$ cat config.mk
export PLATFORM = sky130hd
export DESIGN_NAME = mem_arbiter_flat
export DESIGN_NICKNAME = d
export VERILOG_FILES = /design/src/rtl/mem_arbiter_pkg.sv /design/src/rtl/mem_arbiter_if.sv /design/src/rtl/mem_arbiter_bank.sv /design/src/rtl/mem_arbiter.sv /design/src/flat_wrapper.sv
export SDC_FILE = /design/constraint.sdc
export NUM_CORES = 1
export LEC_CHECK = 0
export CELL_PAD_IN_SITES_DETAIL_PLACEMENT = 1
export CELL_PAD_IN_SITES_GLOBAL_PLACEMENT = 2
export CORE_MARGIN = 8
export CORE_UTILIZATION = 33
export DETAILED_ROUTE_END_ITERATION = 6
export PLACE_DENSITY = 0.86
export REMOVE_ABC_BUFFERS = 1
export SYNTH_ARGS = -nofsm -noshare
export SYNTH_HDL_FRONTEND = slang
export SYNTH_SLANG_ARGS = --single-unit
$ cat constraint.sdc
create_clock -name arb_iclk -period 2.1 [get_ports arb_iclk]
set_input_delay 0.525 -clock arb_iclk [delete_from_list [all_inputs] [get_ports arb_iclk]]
set_output_delay 0.525 -clock arb_iclk [all_outputs]
set_load 0.01 [all_outputs]
$ cat src/rtl/mem_arbiter_pkg.sv
// Shared defaults and FSM encoding for the two-requester memory arbiter.
package mem_ctrl_pkg;
  localparam int DATA_W_DEF = 8;
  localparam int ADDR_W_DEF = 3;
  localparam int DEPTH_DEF  = 5;
  localparam int NUM_REQ    = 2;

  typedef enum logic [1:0] {
    IDLE   = 2'd0,
    ACCESS = 2'd1,
    RESP   = 2'd2
  } arb_state_e;
endpackage

$ cat src/rtl/mem_arbiter_if.sv
// Requester-facing bus of the arbiter: per-requester request fields plus
// the shared grant/ack/response returned by the arbiter.
interface mem_arbiter_if #(
  parameter int DATA_W = mem_ctrl_pkg::DATA_W_DEF,
  parameter int ADDR_W = mem_ctrl_pkg::ADDR_W_DEF
);
  logic [1:0]        ireq;
  logic [1:0]        iwe;
  logic [ADDR_W-1:0] iaddr0;
  logic [ADDR_W-1:0] iaddr1;
  logic [DATA_W-1:0] idata0;
  logic [DATA_W-1:0] idata1;
  logic [1:0]        ogrant;
  logic [1:0]        oack;
  logic [DATA_W-1:0] odata;
  logic              oerr;

  modport master (
    output ireq, iwe, iaddr0, iaddr1, idata0, idata1,
    input  ogrant, oack, odata, oerr
  );

  modport slave (
    input  ireq, iwe, iaddr0, iaddr1, idata0, idata1,
    output ogrant, oack, odata, oerr
  );
endinterface

$ cat src/rtl/mem_arbiter_bank.sv
// DEPTH x DATA_W storage with a registered read and strobe-gated write.
// Words power up holding their own address; there is no reset, so a reset
// of the arbiter never disturbs stored data.
module mem_bank
  import mem_ctrl_pkg::*;
#(
  parameter int DATA_W = DATA_W_DEF,
  parameter int ADDR_W = ADDR_W_DEF,
  parameter int DEPTH  = DEPTH_DEF
) (
  input  logic              iclk,
  input  logic              iwe,
  input  logic [ADDR_W-1:0] iaddr,
  input  logic [DATA_W-1:0] idata,
  output logic [DATA_W-1:0] odata
);
  logic [DEPTH-1:0][DATA_W-1:0] words;

  for (genvar k = 0; k < DEPTH; k++) begin : g_word
    logic [DATA_W-1:0] word_q = DATA_W'(k);
    // Write this word only when the strobe is up and the address matches
    always_ff @(posedge iclk)
      if (iwe && iaddr == ADDR_W'(k)) word_q <= idata;
    assign words[k] = word_q;
  end

  // Registered read; out-of-range addresses read back as zero
  always_ff @(posedge iclk)
    odata <= (32'(iaddr) < DEPTH) ? words[iaddr] : '0;
endmodule

$ cat src/rtl/mem_arbiter.sv
// Two-requester round-robin arbiter in front of a single memory bank.
// Each transaction walks IDLE -> ACCESS -> RESP, one per three cycles.
module mem_arbiter
  import mem_ctrl_pkg::*;
#(
  parameter int DATA_W = DATA_W_DEF,
  parameter int ADDR_W = ADDR_W_DEF,
  parameter int DEPTH  = DEPTH_DEF
) (
  input  logic arb_iclk,
  input  logic arb_irst_n,
  mem_arbiter_if.slave bus
);
  arb_state_e                        state;
  logic [NUM_REQ-1:0]                grant_q, ack_q;
  logic                              err_q, rd_ok_q, last_q;
  logic                              lat_we;
  logic [ADDR_W-1:0]                 lat_addr;
  logic [DATA_W-1:0]                 lat_data, rd_data;
  logic [NUM_REQ-1:0][ADDR_W-1:0]    addr_v;
  logic [NUM_REQ-1:0][DATA_W-1:0]    data_v;
  logic                              win, in_range, mem_we;

  assign addr_v = {bus.iaddr1, bus.iaddr0};
  assign data_v = {bus.idata1, bus.idata0};

  // Lone requester wins outright; on a tie the one not served last wins
  assign win = (bus.ireq == 2'b11) ? ~last_q : bus.ireq[1];

  assign in_range = 32'(lat_addr) < DEPTH;
  // Strobe lives only in ACCESS; async reset drops state so it falls at once
  assign mem_we   = (state == ACCESS) && lat_we && in_range;

  mem_bank #(.DATA_W(DATA_W), .ADDR_W(ADDR_W), .DEPTH(DEPTH)) u_bank (
    .iclk (arb_iclk),
    .iwe  (mem_we),
    .iaddr(lat_addr),
    .idata(lat_data),
    .odata(rd_data)
  );

  // Arbitration FSM with registered grant/ack/err
  always_ff @(posedge arb_iclk or negedge arb_irst_n)
    if (!arb_irst_n) begin
      state    <= IDLE;
      grant_q  <= '0;
      ack_q    <= '0;
      err_q    <= 1'b0;
      rd_ok_q  <= 1'b0;
      last_q   <= 1'b1;
      lat_we   <= 1'b0;
      lat_addr <= '0;
      lat_data <= '0;
    end else begin
      case (state)
        IDLE:
          if (|bus.ireq) begin
            state    <= ACCESS;
            grant_q  <= {win, ~win};
            last_q   <= win;
            lat_we   <= bus.iwe[win];
            lat_addr <= addr_v[win];
            lat_data <= data_v[win];
          end
        ACCESS: begin
          state   <= RESP;
          ack_q   <= grant_q;
          err_q   <= ~in_range;
          rd_ok_q <= in_range & ~lat_we;
        end
        RESP: begin
          state   <= IDLE;
          grant_q <= '0;
          ack_q   <= '0;
          err_q   <= 1'b0;
          rd_ok_q <= 1'b0;
        end
        default: state <= IDLE;
      endcase
    end

  assign bus.ogrant = grant_q;
  assign bus.oack   = ack_q;
  assign bus.oerr   = err_q;
  assign bus.odata  = rd_ok_q ? rd_data : '0;
endmodule
$ cat src/flat_wrapper.sv
// flat-port wrapper written by rule: the top's interface ports become plain ports
module mem_arbiter_flat import mem_ctrl_pkg::*;
#(
  parameter int DATA_W = DATA_W_DEF,
  parameter int ADDR_W = ADDR_W_DEF,
  parameter int DEPTH  = DEPTH_DEF
)
  (arb_iclk, arb_irst_n, bus_ireq, bus_iwe, bus_iaddr0, bus_iaddr1, bus_idata0, bus_idata1, bus_ogrant, bus_oack, bus_odata, bus_oerr);
  mem_arbiter_if #(.DATA_W(DATA_W), .ADDR_W(ADDR_W)) bus_i ();
  input  logic arb_iclk;
  input  logic arb_irst_n;
  input wire logic [$bits(bus_i.ireq)-1:0] bus_ireq;
  input wire logic [$bits(bus_i.iwe)-1:0] bus_iwe;
  input wire logic [$bits(bus_i.iaddr0)-1:0] bus_iaddr0;
  input wire logic [$bits(bus_i.iaddr1)-1:0] bus_iaddr1;
  input wire logic [$bits(bus_i.idata0)-1:0] bus_idata0;
  input wire logic [$bits(bus_i.idata1)-1:0] bus_idata1;
  output wire logic [$bits(bus_i.ogrant)-1:0] bus_ogrant;
  output wire logic [$bits(bus_i.oack)-1:0] bus_oack;
  output wire logic [$bits(bus_i.odata)-1:0] bus_odata;
  output wire logic [$bits(bus_i.oerr)-1:0] bus_oerr;
  assign bus_i.ireq = bus_ireq;
  assign bus_i.iwe = bus_iwe;
  assign bus_i.iaddr0 = bus_iaddr0;
  assign bus_i.iaddr1 = bus_iaddr1;
  assign bus_i.idata0 = bus_idata0;
  assign bus_i.idata1 = bus_idata1;
  assign bus_ogrant = bus_i.ogrant;
  assign bus_oack = bus_i.oack;
  assign bus_odata = bus_i.odata;
  assign bus_oerr = bus_i.oerr;
  mem_arbiter #(.DATA_W(DATA_W), .ADDR_W(ADDR_W), .DEPTH(DEPTH)) u_core (.arb_iclk(arb_iclk), .arb_irst_n(arb_irst_n), .bus(bus_i));
endmodule
# [Word level (Yosys, flattened, before mapping)]
# Cells that the tools add are included.
[op_classes] n_lt_le_gt_ge=3 n_eq_ne=8 muxes=17 bitwise_logic=5 reduce_logical=14
[op_table] op="$mux W8" n=4
[op_table] op="$bmux W8 S3" n=1
[op_table] op="$pmux W2 S2" n=3
[op_table] op="$logic_and A1 B1 Y1" n=7
[op_table] op="$eq A3 B2 Y1 const B" n=2
[op_table] op="$mux W3" n=2
[op_table] op="$eq A2 B2 Y1 const B" n=2
[op_table] op="$lt A3 B4 Y1 const B" n=1
[op_table] op="$mux W2" n=2
[op_table] op="$not A1 Y1" n=4
[op_table] op="$pmux W1 S2" n=2
[op_table] op="$reduce_and A2 Y1" n=2
[op_table] op="$reduce_bool A2 Y1" n=2
[op_table] op="$eq A3 B1 Y1 const B" n=1
[op_table] op="$eq A3 B3 Y1 const B" n=1
[op_table] op="$logic_not A3 Y1" n=1
[op_table] op="$lt A3 B3 Y1 const B" n=1
[op_table] op="$mux W1" n=3
[op_table] op="$eq A2 B1 Y1 const B" n=1
[op_table] op="$logic_not A2 Y1" n=1
[op_table] op="$lt A1 B2 Y1 const B" n=1
[op_table] op="$ne A2 B1 Y1 const B" n=1
[op_table] op="$reduce_or A2 Y1" n=1
[op_table] op="$and A1 B1 Y1" n=1
[word_totals] ff_bits=69 inputBits=28 out_inout_bits=13 word_cells=62

# [Logic depth before layout (Yosys ltp)]
# Gate-level depths: netlist of run 1.
[depth] word_depth=5 ltp_mapped=6 depth_no_buf=5

# [Cells and area by module]
# From an unflattened synthesis of run 1, not the netlist that was laid out.
[unflattened] hier_cells=216 area_unflattened_um2=2859.0
[by_module_without_submodules] mod="mem_bank" instances=1 cells_each=98 area_each_um2=1775.5 seq_area_each_um2=1361.3
[by_module_without_submodules] mod="mem_arbiter" instances=1 cells_each=118 area_each_um2=1083.5 seq_area_each_um2=526.8

# [Worst setup path before layout of run 1]
# No wires, ideal clock.
[synth_path] kind="reg2reg" from="reg u_core.state[1]" to="reg u_core.u_bank.g_word[1].word_q[0], enable pin" setup_time_ps=398 t_arrival_ps=1703 required_time_ps=1702 slack_ps=0 stages_incl_launch_ff=5 path_buffers=0 synth_period_minus_slack_ps=2100 path_cell_list="dfrtp_1 inv_1 ha_1 nand2_1 nor4b_1"
[synth_between] elab_chain_cells=4
[synth_rtl] element="start, declared" line="mem_arbiter.sv:14" rtl="arb_state_e state;"
[synth_rtl] element="start signal, assigned" line="mem_arbiter.sv:45" rtl="state <= IDLE;"
[synth_rtl] element="start signal, assigned" line="mem_arbiter.sv:58" rtl="state <= ACCESS;"
[synth_rtl] element="start signal, assigned" line="mem_arbiter.sv:66" rtl="state <= RESP;"
[synth_rtl] element="$eq A2 B1 Y1" line="mem_arbiter.sv:32" rtl="assign mem_we = (state == ACCESS) && lat_we && in_range;"
[synth_rtl] element="$logic_and A1 B1 Y1 (2 in series)" line="mem_arbiter.sv:32"
[synth_rtl] element="$logic_and A1 B1 Y1" line="mem_arbiter_bank.sv:23" rtl="if (iwe && iaddr == ADDR_W'(k)) word_q <= idata;"
[synth_rtl] element="end signal, assigned" line="mem_arbiter_bank.sv:23"
[synth_rtl] element="end, declared" line="mem_arbiter_bank.sv:20" rtl="logic [DATA_W-1:0] word_q = DATA_W'(k);"
# Every way passes these cells.
# A chain may end at the register's enable or synchronous reset.

# [Worst setup path in the final report of run 1]
[layout_path] from="reg u_core.rd_ok_q" to="out bus_odata[6]"
[layout_between] elab_chain_cells=1
[layout_rtl] element="start, declared" line="mem_arbiter.sv:16" rtl="logic err_q, rd_ok_q, last_q;"
[layout_rtl] element="start signal, assigned" line="mem_arbiter.sv:69" rtl="rd_ok_q <= in_range & ~lat_we;"
[layout_rtl] element="$mux W8" line="mem_arbiter.sv:85" rtl="assign bus.odata = rd_ok_q ? rd_data : '0;"
[layout_rtl] element="end, declared" line="flat_wrapper.sv:20" rtl="output wire logic [$bits(bus_i.odata)-1:0] bus_odata;"
# Every way passes these cells.

==> run_results.csv, run 1 <==
group,metric,value,unit
synthesis,yosys_warnings,0,
sta,final-hold-violation-count,0,
power_and_ir_drop,power.switching_fraction,30.5,%
layout,layout-drive-gt1-share,14.0,%
clocking,cts_made_buffers,9,
global_routing,grt-busiest-layer,"met2",
die,io_pins,41,
sta,finalClockSkew,0.0112,ns
detailed_routing,dr.first_iter.drc_count,50,
placed_design,io_buffers,40,
layout,finalInstanceArea,3630,µm²
hold_path,worstHoldPathType,"reg -> reg",
power_and_ir_drop,p_switching,1.45,mW
die,die_area,11900,µm²
global_routing,groute.usage.overall,10.6,%
clocking,clkLatencyLatePin,0.34,ns
clocking,cts_root_buffer,"sky130_fd_sc_hd__clkbuf_8",
run,drv_cap,0,
sta,max_freq,504,MHz
synthesis,postSynthRegisterBits,69,
sta,setup_viol,0,
clocking,clock_sinks,69,
detailed_routing,drt_drc_violations_left,0,
power_and_ir_drop,cellPowerDensity,1310,nW/µm²
synthesis,largest_family_of_logic_cells_by_synthesized_area,"simple AND/OR/NAND/NOR gates",
detailed_routing,totalWireLength,5.73,mm
synthesis,simple_gate_share_of_the_synthesized_area,12.1,%
sta,timing.final.crit_share,94.5,%
critical_path,critical_path.endpoint_type,"output port",
detailed_routing,dr_total_vias,1784,
layout,final_net_count,299,
critical_path,required,1.57,ns
die,die_height,109,µm
clocking,cts_buffer_depth,2,
sta,final.min_clock_period,1.99,ns
layout,num_antenna_cells,0,
global_routing,grt_pass1_wl,9.60,mm
clocking,ctsHoldBuffers,0,
detailed_routing,ant_nets,0,
placed_design,dpl_cell_area,3420,µm²
critical_path,worstPathMaxFanout,9,
power_and_ir_drop,cell_internal_pwr,3.29,mW
die,site_row_count,34,
synthesis,synth_cell_type_count,33,
layout,area.growth.synth_to_final,27.4,%
die,start_util,33.3,%
global_routing,first_global_vias,1997,
power_and_ir_drop,comb_power_share,30.3,%
power_and_ir_drop,sequentialPowerShare,46.1,%
sta,timing_max_transition_violations_final,0,
clocking,tritoncts_clock_tree,"yes",
synthesis,ys_seq_area_share,66.3,%
sta,unrepaired_setup_endpoints_after_global_routing,"no",
sta,worst_slew_pin_slew,0.641,ns
global_routing,met2_grt_util,17.1,%
die,coreArea,8550,µm²
global_routing,antenna_found_initial,0,
critical_path,worst_r2r_setup_slack,0.27,ns
critical_path,crit_path_arrival_time,1.46,ns
sta,maxSlewHeadroom,57.1,%
global_routing,grt_max_degree,25,
detailed_routing,drt_pre_antenna_iters,4,
clocking,clkTransAtPathRegs,0.06,ns
synthesis,area_share_of_xor_xnor_cells_in_the_synthesized_design,0,%
placed_design,place_hpwl,4.18,mm
power_and_ir_drop,totalPowerFinal,4.74,mW
power_and_ir_drop,p_clk_share,23.6,%
placed_design,gp_routability_congestion,0.724,
die,fp.dieW,109,µm
layout,layout_common_cells,"40 x sky130_fd_sc_hd__clkdlybuf4s50_1, 40 x sky130_fd_sc_hd__edfxtp_1, 28 x sky130_fd_sc_hd__nand2_1, 23 x sky130_fd_sc_hd__nor2_1, 19 x sky130_fd_sc_hd__dfrtp_1",
synthesis,postSynthCellCount,213,
synthesis,syn_avg_cell_area,13.4,µm²
clocking,htree_num_levels,3,
power_and_ir_drop,irDropWorstVdd,0.000668,V
synthesis,post_synth_fa_ha_maj_area_fraction,2.20,%
synthesis,syn-cell-area,2850,µm²
synthesis,synth-compound-area-share,8.13,%
critical_path,criticalPathCategory,"reg -> out",
synthesis,mux_share_of_post_synthesis_cell_area,8.26,%
outcome,run_status,"complete, no violations",
global_routing,grt_overflow,0,
global_routing,grtUsageMet1,12.3,%
global_routing,gr_layer_usage_met3,3.25,%
detailed_routing,viasPerCell,4.71,
critical_path,startpoint_type,"flip-flop",
power_and_ir_drop,power_leakage,1.38,nW
detailed_routing,drt-wirelength-per-cell,15.1,µm
## power by group through the flow
| stage | clock network [mW] | registers [mW] | logic, mW |
|---|---|---|---|
| CTS | 1.15 | 2.19 | 1.46 |
| global placement | 0 | 2.18 | 1.41 |
| global route | 1.19 | 2.25 | 1.60 |
| finish | 1.12 | 2.18 | 1.44 |
| detailed placement | 0 | 2.22 | 1.46 |
| floorplan | 0 | 2.19 | 0.850 |
## per-stage QoR
stage	utilization, %	setup TNS [ns]	cells	worst slack, ns	hold slack (ns)
2_1_floorplan	-	-2.25	204	-0.164	0.229
3_3_place_gp	40.0	0	363	0.252	0.443
3_5_place_dp	40.0	0	363	0.195	0.459
4_1_cts	42.4	0	379	0.0386	0.473
5_1_grt	42.4	0	379	0.0282	0.507
6_report	42.4	0	379	0.115	0.463
## cell usage after synthesis
cell type | instances | area, µm²
sky130_fd_sc_hd__nor4_1 | 1 | 6.26
sky130_fd_sc_hd__o22a_1 | 1 | 8.76
sky130_fd_sc_hd__nand3b_1 | 1 | 7.51
sky130_fd_sc_hd__nor2_1 | 23 | 86.3
sky130_fd_sc_hd__nor3b_2 | 1 | 12.5
sky130_fd_sc_hd__a31oi_1 | 14 | 87.6
sky130_fd_sc_hd__mux2_2 | 6 | 67.6
sky130_fd_sc_hd__nor2b_1 | 2 | 12.5
sky130_fd_sc_hd__dfstp_2 | 1 | 26.3
sky130_fd_sc_hd__buf_2 | 7 | 35.0
sky130_fd_sc_hd__and3_1 | 1 | 6.26
sky130_fd_sc_hd__buf_12 | 1 | 20.0
sky130_fd_sc_hd__nor4b_1 | 3 | 26.3
sky130_fd_sc_hd__buf_6 | 1 | 11.3
sky130_fd_sc_hd__nand2_1 | 28 | 105
sky130_fd_sc_hd__nand3_1 | 1 | 5.00
sky130_fd_sc_hd__mux2_4 | 5 | 75.1
sky130_fd_sc_hd__o21ai_0 | 6 | 30.0
sky130_fd_sc_hd__a221o_1 | 7 | 70.1
sky130_fd_sc_hd__edfxtp_1 | 40 | 1200
sky130_fd_sc_hd__nand2b_1 | 3 | 18.8
sky130_fd_sc_hd__nor3b_1 | 1 | 7.51
sky130_fd_sc_hd__a21oi_1 | 2 | 10.0
sky130_fd_sc_hd__and2_1 | 8 | 50.1
sky130_fd_sc_hd__inv_1 | 5 | 18.8
sky130_fd_sc_hd__mux2i_1 | 7 | 70.1
sky130_fd_sc_hd__a21boi_1 | 1 | 7.51
sky130_fd_sc_hd__dfrtp_1 | 20 | 500
sky130_fd_sc_hd__mux4_2 | 1 | 22.5
sky130_fd_sc_hd__o21a_1 | 1 | 7.51
sky130_fd_sc_hd__a21bo_2 | 1 | 10.0
sky130_fd_sc_hd__ha_1 | 5 | 62.6
sky130_fd_sc_hd__dfxtp_1 | 8 | 160
## routing by layer
| layer | wire length [µm] | up-vias |
|---|---|---|
| met4 | 143 | 0 |
| li1 | - | 874 |
| met5 | 0 | - |
| met2 | 2680 | 38 |
| met3 | 265 | 13 |
| met1 | 2640 | 859 |
## final cells by class
type / count / area, µm²
repair buffers: 51 / 508
fillers: 895 / 4920
flip-flops and latches: 69 / 1890
inverters: 5 / 18.8
well taps: 108 / 135
clock inverters: 3 / 63.8
multi-input cells: 130 / 873
clock buffers: 13 / 139
## worst paths after layout
check / to / cells past startpoint / from
max: bus_odata[6] / 2 / u_core.rd_ok_q$_DFFE_PN0P_
min: u_core.u_bank.odata[7]$_SDFF_PP0_ / 2 / u_core.u_bank.g_word[4].word_q[7]$_DFFE_PP_
max reg2reg: u_core.state[1]$_DFFE_PN0P_ / 4 / u_core.state[1]$_DFFE_PN0P_
min reg2reg: u_core.u_bank.odata[7]$_SDFF_PP0_ / 2 / u_core.u_bank.g_word[4].word_q[7]$_DFFE_PP_
max in group asynchronous: u_core.last_q$_DFFE_PN1P_ / 2 / arb_irst_n
min in group asynchronous: u_core.bus.oack[0]$_DFFE_PN0P_ / 2 / arb_irst_n
## cells by family (layout without fill, tap and decap cells)
| group | count (synthesis) | after routing |
|---|---|---|
| compound gates | 33 | 33 |
| fa+ha+maj | 5 | 5 |
| buf+inv | 14 | 72 |
| flops | 69 | 69 |
| mux | 19 | 19 |
| simple gates | 73 | 73 |
## repair_timing
item	CTS	global route
setup endpoints to repair	8	0
gates resized for setup	1	0
setup buffers	0	0
## state kept, by name (all words and copies together) (netlist names), 2 cells and up
| register | flops |
|---|---|
| u_core.bus.ogrant | 2 |
| u_core.lat_addr | 3 |
| u_core.lat_data | 8 |
| u_core.bus.oack | 2 |
| u_core.state | 2 |
| u_core.u_bank.g_word.word_q | 40 |
| u_core.u_bank.odata | 8 |
## worst max-delay path: stages (launching register included)
cell and delay (ns):
sky130_fd_sc_hd__dfrtp_2 0.43, sky130_fd_sc_hd__and2_1 0.16, sky130_fd_sc_hd__clkdlybuf4s50_1 0.54
No activity file was read; power rests on OpenSTA's default activity.
==> inputs of run 2 (changes only) <==
ABC_AREA = 1   (was default)
CORE_UTILIZATION = 30   (was 33)
==> run 2 against run 1 <==
Compared with the run above: synthesized cell count is 48% higher; critical path type unchanged; sequential share of layout area is 1.1 points lower; final area increased by 2.2%; critical path depth up 1; clock power is 21% lower; core utilization shrank 3.9 points; first-iteration DRC count is 80% higher; clock skew about the same; flip-flop and latch count unchanged; fmax rose by 0.29%; critical endpoint is now bus_odata[3].
==> run_results.csv, run 2 <==
group,metric,value,unit
hold_path,worstHoldPathType,"reg -> reg",
synthesis,yosysTopAreaCellShare,40.7,%
detailed_routing,viasPerCell,4.26,
detailed_routing,dr.first_iter.drc_count,90,
power_and_ir_drop,p_clk_share,19.1,%
synthesis,yosys_warnings,0,
synthesis,yosys_most_used_dff,"sky130_fd_sc_hd__edfxtp_1",
global_routing,antenna_found_initial,0,
clocking,ctsHoldBuffers,0,
clocking,tritoncts_clock_tree,"yes",
global_routing,groute.usage.overall,11.2,%
placed_design,numPlacedInstances,491,
layout,top_regs,"u_core.u_bank.g_word.word_q x40, u_core.lat_data x8, u_core.u_bank.odata x8",
synthesis,postSynthRegisterBits,69,
sta,setup_viol,0,
placed_design,io_buffers,40,
run,drv_cap,0,
hold_path,worstHoldEndpoint,"u_core.u_bank.odata[3]$_SDFF_PP0_",
die,start_util,30.6,%
die,die_height,115,µm
sta,unrepaired_setup_endpoints_after_global_routing,"no",
layout,layout-drive-gt1-share,9.07,%
critical_path,critical_path.endpoint_type,"output port",
clocking,htree_num_levels,3,
detailed_routing,dr_total_vias,2166,
critical_path,criticalPathCategory,"reg -> out",
clocking,cts_made_buffers,9,
layout,post_route_insts_no_fill,508,
detailed_routing,totalWireLength,6.87,mm
clocking,clkTransAtPathRegs,0.07,ns
hold_path,worstHoldPathCells,2,
die,site_row_count,36,
critical_path,startpoint_type,"flip-flop",
synthesis,synth.top_cells.by_count,"187 x sky130_fd_sc_hd__nand2_1, 40 x sky130_fd_sc_hd__edfxtp_1, 20 x sky130_fd_sc_hd__dfrtp_1, 17 x sky130_fd_sc_hd__inv_1, 8 x sky130_fd_sc_hd__dfxtp_1",
layout,final_net_count,403,
detailed_routing,drt-wirelength-per-cell,13.5,µm
sta,final-hold-violation-count,0,
critical_path,required,1.57,ns
die,coreArea,9640,µm²
sta,finalClockSkew,0.0114,ns
power_and_ir_drop,cellPowerDensity,1250,nW/µm²
global_routing,grt_pass1_wl,11.5,mm
layout,registers.top_by_ff_count,"u_core.u_bank.g_word.word_q",
power_and_ir_drop,comb_power_share,34.7,%
global_routing,first_global_vias,2329,
synthesis,syn_avg_cell_area,9.34,µm²
power_and_ir_drop,sequentialPowerShare,46.2,%
sta,maxSlewHeadroom,71.3,%
detailed_routing,drt_drc_violations_left,0,
synthesis,synth.area.top_cells,"sky130_fd_sc_hd__edfxtp_1 41%, sky130_fd_sc_hd__nand2_1 24%, sky130_fd_sc_hd__dfrtp_1 17%, sky130_fd_sc_hd__dfxtp_1 5.4%, sky130_fd_sc_hd__inv_1 2.2%",
sta,timing.final.crit_share,94.3,%
power_and_ir_drop,cell_internal_pwr,2.92,mW
sta,timing_max_transition_violations_final,0,
detailed_routing,ant_nets,0,
outcome,run_status,"complete, no violations",
hold_path,holdCritStartpoint,"u_core.u_bank.g_word[4].word_q[3]$_DFFE_PP_",
critical_path,crit_path_arrival_time,1.45,ns
power_and_ir_drop,power.switching_fraction,37.0,%
die,io_pins,41,
synthesis,most_common_cell_in_the_netlist,"sky130_fd_sc_hd__nand2_1",
die,fp.dieW,115,µm
detailed_routing,drt_pre_antenna_iters,4,
critical_path,worst_r2r_setup_slack,0.46,ns
layout,layout_common_cells,"187 x sky130_fd_sc_hd__nand2_1, 40 x sky130_fd_sc_hd__edfxtp_1, 39 x sky130_fd_sc_hd__clkdlybuf4s50_1, 19 x sky130_fd_sc_hd__dfrtp_1, 17 x sky130_fd_sc_hd__inv_1",
global_routing,grt_overflow,0,
placed_design,place_hpwl,4.94,mm
global_routing,grt_max_degree,22,
synthesis,syn-cell-area,2950,µm²
sta,setup_total_negative_slack,0,ns
clocking,cts_root_buffer,"sky130_fd_sc_hd__clkbuf_8",
clocking,cts_buffer_depth,2,
synthesis,synth_top_cell_by_area,"sky130_fd_sc_hd__edfxtp_1",
sta,final.min_clock_period,1.98,ns
power_and_ir_drop,power_leakage,1.73,nW
critical_path,r2r-end,"u_core.u_bank.g_word[3].word_q[4]$_DFFE_PP_",
critical_path,timing.reg2reg.worst_path_depth,5,
synthesis,postSynthCellCount,316,
synthesis,ys_seq_area_share,64.0,%
layout,leading_cell_type_in_the_layout_fill_and_taps_excluded,"sky130_fd_sc_hd__nand2_1",
synthesis,synth_edf_count,40,
layout,area.growth.synth_to_final,25.7,%
critical_path,worstPathMaxFanout,9,
layout,max_ffs_per_register,40,
synthesis,async_flop_share,30.4,%
placed_design,gp_routability_congestion,0.768,
critical_path,r2r-start,"u_core.state[1]$_DFFE_PN0P_",
power_and_ir_drop,irDropWorstVdd,0.000328,V
clocking,clkLatencyLatePin,0.34,ns
power_and_ir_drop,p_switching,1.71,mW
layout,num_antenna_cells,0,
clocking,clock_sinks,69,
synthesis,synth_cell_type_count,24,
sta,max_freq,505,MHz
die,die_area,13300,µm²
sta,worst_slew_pin_slew,0.430,ns
==> run 2: cell count changes in the layout (fill, tap and decap cells not counted), sizes merged, moves of 4 or more <==
cell and delta:
inv +15, nor2 -19, a221o -7, nand2 +160, mux2 -11, mux2i -7
a31oi -14, and2 -8, nand3 +4
==> run 2: what timing repair did <==
action | CTS | global route
setup buffers | 0 | 1
gates resized for setup | 1 | 1
endpoints found under the setup margin | 8 | 2
==> run 2: logic make-up (layout without fill, tap and decap cells) <==
family / count (synthesis) / count (layout) / share of synthesized area [%]
AOI/OAI and AO/OA: 11 / 11 / 2.33
adders and majority gates: 5 / 5 / 2.12
buffers and inverters: 30 / 89 / 5.22
DFF: 69 / 69 / 64.0
and+or+nand+nor: 201 / 201 / 26.3
==> run 2: worst max-delay path, cell delays in order (launching register included) <==
cell,delay (ns)
sky130_fd_sc_hd__dfrtp_2,0.46
sky130_fd_sc_hd__nand2_1,0.08
sky130_fd_sc_hd__inv_1,0.06
sky130_fd_sc_hd__clkdlybuf4s50_1,0.53
==> run 2: routing by layer <==
metal	share of wire (%)	wire (µm)	global-route usage (%)
met1	47	3230	13.7
met2	48	3300	18.0
met5	0	0	0
met3	3.6	250	3.05
met4	1.3	91	4.99
==> run 2: how the worst max path moves through the flow <==
stage	from	end	slack, ns	depth (start not counted)
2_1_floorplan	u_core.lat_addr[0]$_DFFE_PN0P_	u_core.u_bank.g_word[1].word_q[0]$_DFFE_PP_	0.29	2
3_3_place_gp	bus_ireq[0]	u_core.lat_data[7]$_DFFE_PN0P_	0.25	7
3_5_place_dp	bus_ireq[0]	u_core.lat_data[7]$_DFFE_PN0P_	0.19	7
4_1_cts	u_core.rd_ok_q$_DFFE_PN0P_	bus_odata[3]	0.06	3
5_1_grt	u_core.rd_ok_q$_DFFE_PN0P_	bus_odata[1]	0.004	3
6_report	u_core.rd_ok_q$_DFFE_PN0P_	bus_odata[3]	0.12	3
==> run 2: power groups by stage <==
stage	Sequential [mW]	Combinational [mW]	Clock, mW
detailed placement	2.18	1.62	0
global placement	2.15	1.57	0
CTS	2.15	1.64	0.910
global route	2.19	1.87	0.966
floorplan	2.12	0.919	0
finish	2.14	1.61	0.888
==> run 2: area by class of cell <==
class | instances | area [µm²]
flip-flops and latches | 69 | 1890
clock buffers | 13 | 139
well taps | 133 | 166
fillers | 1149 | 5930
inverters | 20 | 77.6
clock inverters | 3 | 15.0
repair buffers | 53 | 513
multi-input cells | 217 | 908
==> run 2: metrics by stage <==
step	area (µm²)	power [mW]	hold WS (ns)	setup slack [ns]	util [%]
after floorplan	2870	3.04	0.229	0.290	-
after global placement	3540	3.71	0.425	0.252	36.8
after detailed placement	3540	3.80	0.436	0.195	36.8
after CTS	3700	4.70	0.450	0.0647	38.4
after global routing	3710	5.02	0.472	0.00400	38.5
final	3710	4.64	0.444	0.121	38.5
==> inputs of run 3 (changes only) <==
ABC_AREA = default   (was 1)
CORE_UTILIZATION = 33   (was 30)
==> results of run 3 <==
Same layout as run 1: the final DEF is identical, and so are final timing and power.
